## config.mk

```make
export PLATFORM = sky130hd
export DESIGN_NAME = alu_mov_unit
export DESIGN_NICKNAME = d
export VERILOG_FILES = /design/src/rtl/alu_mov_pkg.sv /design/src/rtl/alu_mov_unit_cond_eval.sv /design/src/rtl/alu_mov_unit.sv
export SDC_FILE = /design/constraint.sdc
export NUM_CORES = 1
export LEC_CHECK = 0
export BUFFER_PORTS_ARGS = -buffer_cell sky130_fd_sc_hd__buf_2
export CAP_MARGIN = 10
export CORE_AREA = 2 2 57 59
export CTS_CLUSTER_DIAMETER = 100
export DETAILED_ROUTE_END_ITERATION = 6
export DIE_AREA = 0 0 59 61
export GPL_TIMING_DRIVEN = 1
export PLACE_DENSITY = 0.77
export SYNTH_ARGS = -nofsm -noshare
export SYNTH_HDL_FRONTEND = slang
export SYNTH_SLANG_ARGS = --single-unit
```

## constraint.sdc

```tcl
create_clock -name clk -period 2.5 [get_ports clk]
set_clock_uncertainty 0.15 [all_clocks]
set_input_delay 0.625 -clock clk [delete_from_list [all_inputs] [get_ports clk]]
set_output_delay 0.625 -clock clk [all_outputs]
set_load 0.01 [all_outputs]
```

## src/rtl/alu_mov_pkg.sv

```systemverilog
// Shared types for the MOV-class execution unit.
// Opcode/condition encodings and flag bit positions.
package alu_mov_pkg;

  localparam int FLAG_Z = 3;
  localparam int FLAG_N = 2;
  localparam int FLAG_C = 1;
  localparam int FLAG_V = 0;

  typedef enum logic [2:0] {
    OP_MOV   = 3'd0,
    OP_MVN   = 3'd1,
    OP_MOVZB = 3'd2,
    OP_MOVSB = 3'd3,
    OP_SWAPB = 3'd4,
    OP_CLR   = 3'd5,
    OP_RSV6  = 3'd6,
    OP_RSV7  = 3'd7
  } op_e;

  typedef enum logic [3:0] {
    CC_EQ   = 4'd0,
    CC_NE   = 4'd1,
    CC_CS   = 4'd2,
    CC_CC   = 4'd3,
    CC_MI   = 4'd4,
    CC_PL   = 4'd5,
    CC_VS   = 4'd6,
    CC_VC   = 4'd7,
    CC_GE   = 4'd8,
    CC_LT   = 4'd9,
    CC_GT   = 4'd10,
    CC_LE   = 4'd11,
    CC_NV12 = 4'd12,
    CC_NV13 = 4'd13,
    CC_AL   = 4'd14,
    CC_NV   = 4'd15
  } cond_e;

  function automatic logic op_legal(
    input logic [2:0] op
  );
    return op <= 3'(OP_CLR);
  endfunction

  function automatic logic [3:0] mk_flags(
    input logic z,
    input logic n
  );
    logic [3:0] f;
    f         = '0;
    f[FLAG_Z] = z;
    f[FLAG_N] = n;
    return f;
  endfunction

endpackage

```

## src/rtl/alu_mov_unit_cond_eval.sv

```systemverilog
// Condition-code evaluator for predicated MOV-class beats.
// Pure combinational: (cond, flags) -> pass.
module alu_mov_cond_eval
  import alu_mov_pkg::*;
(
  input  logic [3:0] cond_i,
  input  logic [3:0] flags_i,
  output logic       pass_o
);

  logic z;
  logic n;
  logic c;
  logic v;

  assign z = flags_i[FLAG_Z];
  assign n = flags_i[FLAG_N];
  assign c = flags_i[FLAG_C];
  assign v = flags_i[FLAG_V];

  always_comb begin
    pass_o = 1'b0;
    unique case (cond_e'(cond_i))
      CC_EQ:   pass_o = z;
      CC_NE:   pass_o = !z;
      CC_CS:   pass_o = c;
      CC_CC:   pass_o = !c;
      CC_MI:   pass_o = n;
      CC_PL:   pass_o = !n;
      CC_VS:   pass_o = v;
      CC_VC:   pass_o = !v;
      CC_GE:   pass_o = (n == v);
      CC_LT:   pass_o = (n != v);
      CC_GT:   pass_o = !z && (n == v);
      CC_LE:   pass_o = z || (n != v);
      CC_AL:   pass_o = 1'b1;
      default: pass_o = 1'b0;
    endcase
  end

endmodule

```

## src/rtl/alu_mov_unit.sv

```systemverilog
// Registered MOV-class unit with NZCV flags and valid/ready output stage.
// Define ALU_MOV_COND_EN to add the predicated in_cond port.
module alu_mov_unit
  import alu_mov_pkg::*;
#(
  parameter int         WIDTH     = 16,
  parameter logic [3:0] FLAGS_RST = 4'b0000
) (
  input  logic             clk,
  input  logic             rst,
  input  logic             in_valid,
  output logic             in_ready,
  input  logic [2:0]       in_op,
  input  logic [WIDTH-1:0] in_a,
  input  logic             in_setf,
`ifdef ALU_MOV_COND_EN
  input  logic [3:0]       in_cond,
`endif
  output logic             out_valid,
  input  logic             out_ready,
  output logic [WIDTH-1:0] out_result,
  output logic             out_we,
  output logic             out_illegal,
  output logic [3:0]       flags_q
);

  localparam int NB = WIDTH / 8;

  if ((WIDTH % 8) != 0 || WIDTH < 16) begin : g_bad_width
    $error("alu_mov_unit: WIDTH must be a multiple of 8 and >= 16");
  end

  logic             out_valid_q;
  logic             out_valid_d;
  logic [WIDTH-1:0] out_result_q;
  logic [WIDTH-1:0] out_result_d;
  logic             out_we_q;
  logic             out_we_d;
  logic             out_illegal_q;
  logic             out_illegal_d;
  logic [3:0]       flags_d;

  logic             accept;
  logic             legal;
  logic             pass;
  logic             exec;
  logic [WIDTH-1:0] swp;
  logic [WIDTH-1:0] res;
  logic [WIDTH-1:0] sel;

  assign in_ready = !out_valid_q || out_ready;
  assign accept   = in_valid && in_ready;
  assign legal    = op_legal(in_op);

`ifdef ALU_MOV_COND_EN
  alu_mov_cond_eval u_cond (
    .cond_i  (in_cond),
    .flags_i (flags_q),
    .pass_o  (pass)
  );
`else
  assign pass = 1'b1;
`endif

  assign exec = legal && pass;

  always_comb begin
    swp = '0;
    for (int i = 0; i < NB; i++) begin
      swp[i*8 +: 8] = in_a[(NB-1-i)*8 +: 8];
    end
  end

  always_comb begin
    res = '0;
    unique case (op_e'(in_op))
      OP_MOV:   res = in_a;
      OP_MVN:   res = ~in_a;
      OP_MOVZB: res = {{(WIDTH-8){1'b0}}, in_a[7:0]};
      OP_MOVSB: res = {{(WIDTH-8){in_a[7]}}, in_a[7:0]};
      OP_SWAPB: res = swp;
      default:  res = '0;
    endcase
  end

  // Squashed beats forward the operand; reserved ops always yield zero.
  always_comb begin
    if (!legal) begin
      sel = '0;
    end else if (!pass) begin
      sel = in_a;
    end else begin
      sel = res;
    end
  end

  always_comb begin
    out_valid_d   = out_valid_q;
    out_result_d  = out_result_q;
    out_we_d      = out_we_q;
    out_illegal_d = out_illegal_q;
    flags_d       = flags_q;
    if (accept) begin
      out_valid_d   = 1'b1;
      out_result_d  = sel;
      out_we_d      = exec;
      out_illegal_d = !legal;
      if (exec && in_setf) begin
        flags_d = mk_flags(res == '0, res[WIDTH-1]);
      end
    end else if (out_ready) begin
      out_valid_d = 1'b0;
    end
  end

  always_ff @(posedge clk) begin
    if (rst) begin
      out_valid_q   <= 1'b0;
      out_result_q  <= '0;
      out_we_q      <= 1'b0;
      out_illegal_q <= 1'b0;
      flags_q       <= FLAGS_RST;
    end else begin
      out_valid_q   <= out_valid_d;
      out_result_q  <= out_result_d;
      out_we_q      <= out_we_d;
      out_illegal_q <= out_illegal_d;
      flags_q       <= flags_d;
    end
  end

  assign out_valid   = out_valid_q;
  assign out_result  = out_result_q;
  assign out_we      = out_we_q;
  assign out_illegal = out_illegal_q;

endmodule

```

==> summary.md <==
The number of flops mapped to enable cells by yosys is 0. The worst hold path belongs to the class reg -> reg. Detailed placement finished with a half-perimeter wire length of 2810 µm. The clock tree root buffer cell was sky130_fd_sc_hd__clkbuf_4. For this run, the leading register cell type out of synthesis is sky130_fd_sc_hd__dfxtp_1. For this block, the initial DRC count from the detailed router was 54. Net load switching power: 0.240 mW. Final standard cell count with taps included and fillers excluded: 275. Summing over every cut layer, the via total after detailed routing is 1512. Based on the critical path, the design can be clocked at up to 0.430 GHz.

The required time reported for the critical path endpoint is 2.56 ns. Setup violations remaining at the end of the flow were counted as 0. The tools report the static leakage as 0.861 nW. In this run the deepest clock path goes through 2 buffers. The tools report the nature of the critical path startpoint as a primary input. Tracing the worst setup path back leads to its startpoint at in_op[1].

At the pin with the least slew margin, the transition time is 0.615 ns. In the final layout, the multi-input gates occupy 926 µm². The startpoint of the most critical hold path was out_illegal. Traced cell by cell, the critical path runs through buf_2 > buf_4 > nand2b_1 > a221oi_1 > nand2_1 > or4_1 > o41ai_2.

The detail route stage leaves a number of antenna-violating nets equal to 0. Counting tap cells, the placed design contains a total of 271 instances. The number of pins with negative max-slew slack in the final report came out at 0.

Cell internal power was estimated by the tool at 0.543 mW. Grouping stages by cell kind, the critical path spends the most delay in compound AO/OA/AOI/OAI gates. The total overflow left after global routing is 0.

Summed over all layers, the routed wires come to 3550 µm. Count of state elements after synthesis: 21. Summing all placed instances gives a cell area of 1840 µm².

Post-cts hold buffer count: 0. Maximum level of the CTS H-tree: 1. The via count of the first global-routing pass was 1304. The number of maximum-capacitance violations was 0; the smallest hold slack was 0.314 ns. The final core area utilization was 63.5%; the placer congestion estimate was 0.853. After clock tree synthesis, the clock-pin slew on the worst setup and hold paths is 0.12 ns. On the critical path, the stage with the largest delay is an instance of sky130_fd_sc_hd__or4_1. Setup repair after global routing left no endpoint under its margin. The initial utilization of the core area, before any placement, comes to 48.9%.

48 I/O pins were placed. The run gives 0.29 ns as the clock latency of the later-clocked register in the worst-skew pair. The startpoint identified for the worst register-to-register timing path is out_valid. The library cell used most frequently in the layout, excluding fill and tap cells, is sky130_fd_sc_hd__buf_2. The total number of placement rows is 20, and the total clock buffers created by CTS is 3. The logs give 19.8% for the proportion of power drawn by the clock network and 0.176 ns for the final worst slack. The distinct cell type count after synthesis is 41, and the instance count of the mapped netlist is 180. Dividing the detail-routed via count by the number of cells gives 5.50.

The switching part of the total was 30.6%. Worst setup slack before clock tree synthesis: -0.149 ns. The flow ran to the end, and the final reports show no timing, DRC or antenna violations.

Data on the critical path arrives at its endpoint at 2.38 ns. On the worst path, the slowest cell contributes a delay of 0.42 ns. The area growth from synthesis to layout is 29.9%. Entering global routing, the biggest net connects 23 pins. The run gives 21 as the clock sink count.

Cells with a size suffix above 1 make up 36.4% of the layout. The number of buffers and inverters on the critical path is 2. TritonCTS built the clock tree. The area taken by flip-flops and latches was 420 µm². The all-layer global routing usage was 20.3%. Post-route cell area: 1880 µm². Adding up every negative setup slack in the final design gives 0 ns. The die is 59 µm wide. 0 antenna diodes ended up in the layout. By startpoint and endpoint, the worst setup path is classified as in -> reg. Post-CTS timing repair inserted 0 buffers for setup. Number of fillers in the final layout: 285.

The floorplan step defined a die boundary enclosing 3600 µm². The worst-case IR drop observed on VDD is 0.000174 V. The smallest clock period supported by the final layout is computed as 2.32 ns.

Nature of the critical path endpoint: a flip-flop. Sequential cells were found to cover 29.1% of the synthesized design area. Per report_power, the sequential group accounts for 47.1% of the total. The count of warnings emitted by yosys was 0; the remaining routing DRC violations was 0. The run gives 33.1% as the fraction of power consumed by combinational cells. The number of antenna violations at the first check in global routing is 0. The biggest fanout along the worst timing path was 19; the first-pass GRT wire length was 5740 µm. The length of the first detailed-routing pass in iterations was 4. The run gives 0.782 mW as the total power draw. In the final routed layout, each cell accounts on average for 12.9 µm. After synthesis, the mean cell area works out to 8.02 µm². After synthesis the cells add up to 1440 µm². The final clock period utilization by the worst path came out at 92.9%. The die is 61 µm tall.

For the number of hold-slack violations in the final timing report, the log shows 0. The floorplan core area was 2950 µm². At the end of the flow, the number of nets in the layout was 267.

Headroom to the max-slew limit came out at 58.4%. The library cells used most frequently in the layout, excluding fill and tap cells, are sky130_fd_sc_hd__buf_2, sky130_fd_sc_hd__buf_4, sky130_fd_sc_hd__nor2_1, sky130_fd_sc_hd__dfxtp_1, sky130_fd_sc_hd__nand2_1. For this run, asynchronously set or reset flops after synthesis account for 0%. The count of buffers inserted at the top-level ports is 45. Dividing total power by cell area gives a power density of 417 nW/µm².
metal layers:
layer	wire, µm	share of wire (%)	GRT usage (%)	up-vias
met1	1770	50	28.4	690
met2	1630	46	34.1	32
met4	34	0.96	4.55	0
li1	-	-	-	786
met5	0	0	0	-
met3	110	3.1	1.92	4
worst paths after layout:
| kind | to | slack (ns) | cells past startpoint |
|---|---|---|---|
| setup / recovery | flags_q[3] | 0.18 | 7 |
| hold / removal | out_illegal | 0.31 | 2 |
| setup reg to reg | out_result[1] | 0.88 | 5 |
| hold reg to reg | out_illegal | 0.31 | 2 |
cell usage after synthesis, types with 2 or more instances:
library cell | count | share of area, %
sky130_fd_sc_hd__clkbuf_1 | 6 | 1.6
sky130_fd_sc_hd__a32o_1 | 3 | 2.1
sky130_fd_sc_hd__and2_1 | 3 | 1.3
sky130_fd_sc_hd__and3b_1 | 6 | 3.6
sky130_fd_sc_hd__nand4_1 | 3 | 1.3
sky130_fd_sc_hd__buf_2 | 7 | 2.4
sky130_fd_sc_hd__a211oi_1 | 11 | 5.7
sky130_fd_sc_hd__nor4_2 | 3 | 2.6
sky130_fd_sc_hd__buf_6 | 2 | 1.6
sky130_fd_sc_hd__nand2_1 | 14 | 3.6
sky130_fd_sc_hd__a21oi_1 | 9 | 3.1
sky130_fd_sc_hd__and4bb_2 | 2 | 1.7
sky130_fd_sc_hd__and4bb_1 | 2 | 1.7
sky130_fd_sc_hd__o21ai_0 | 10 | 3.5
sky130_fd_sc_hd__nor2_1 | 28 | 7.3
sky130_fd_sc_hd__nor3_1 | 6 | 2.1
sky130_fd_sc_hd__inv_1 | 2 | 0.52
sky130_fd_sc_hd__buf_4 | 3 | 1.6
sky130_fd_sc_hd__nor3b_1 | 8 | 4.2
sky130_fd_sc_hd__nor4bb_1 | 3 | 2.1
sky130_fd_sc_hd__nor4b_1 | 7 | 4.2
sky130_fd_sc_hd__dfxtp_1 | 21 | 29
sky130_fd_sc_hd__nor4_1 | 2 | 0.87
sky130_fd_sc_hd__nand2b_1 | 2 | 0.87
tightest hold or removal path, delay by kind of cell (launching register included):
family / cells / cell delay [ns]
AO/OA/AOI/OAI: 1 / 0.05
flip-flops: 1 / 0.33
AND/OR/NAND/NOR: 1 / 0.05
cell families after synthesis:
family                 count (synthesis)  share of synthesized area (%)
AO/OA/AOI/OAI                         39                           18.5
multiplexers                           1                          0.693
flip-flops                            21                           29.1
XOR/XNOR                               1                          0.607
buffers and inverters                 20                           7.63
AND/OR/NAND/NOR                       97                           43.2
other                                  1                          0.260
final cells by class:
type	count	area share [%]
inverters	2	0.400
clock inverters	1	0.267
flip-flops and latches	21	22.4
well taps	33	2.20
clock buffers	3	1.20
repair buffers	75	24.1
multi-input cells	140	49.4
sequential cells by signal, indices dropped and copies added (netlist names):
name / count
out_result: 16
flags_q: 2
out_illegal: 1
out_valid: 1
out_we: 1
power groups by stage:
stage          logic, mW  registers [mW]  clock network, mW
6_report           0.259           0.369              0.155
5_1_grt            0.287           0.371              0.168
4_1_cts            0.255           0.369              0.160
3_5_place_dp       0.254           0.377                  0
3_3_place_gp       0.251           0.376                  0
2_1_floorplan      0.136           0.388                  0
repair_timing:
| item | 4_1_cts | 5_1_grt |
|---|---|---|
| resized for setup | 0 | 2 |
| endpoints found under the setup margin | 0 | 1 |
| hold endpoints to repair | 0 | 0 |
No activity file was read; power rests on OpenSTA's default activity.
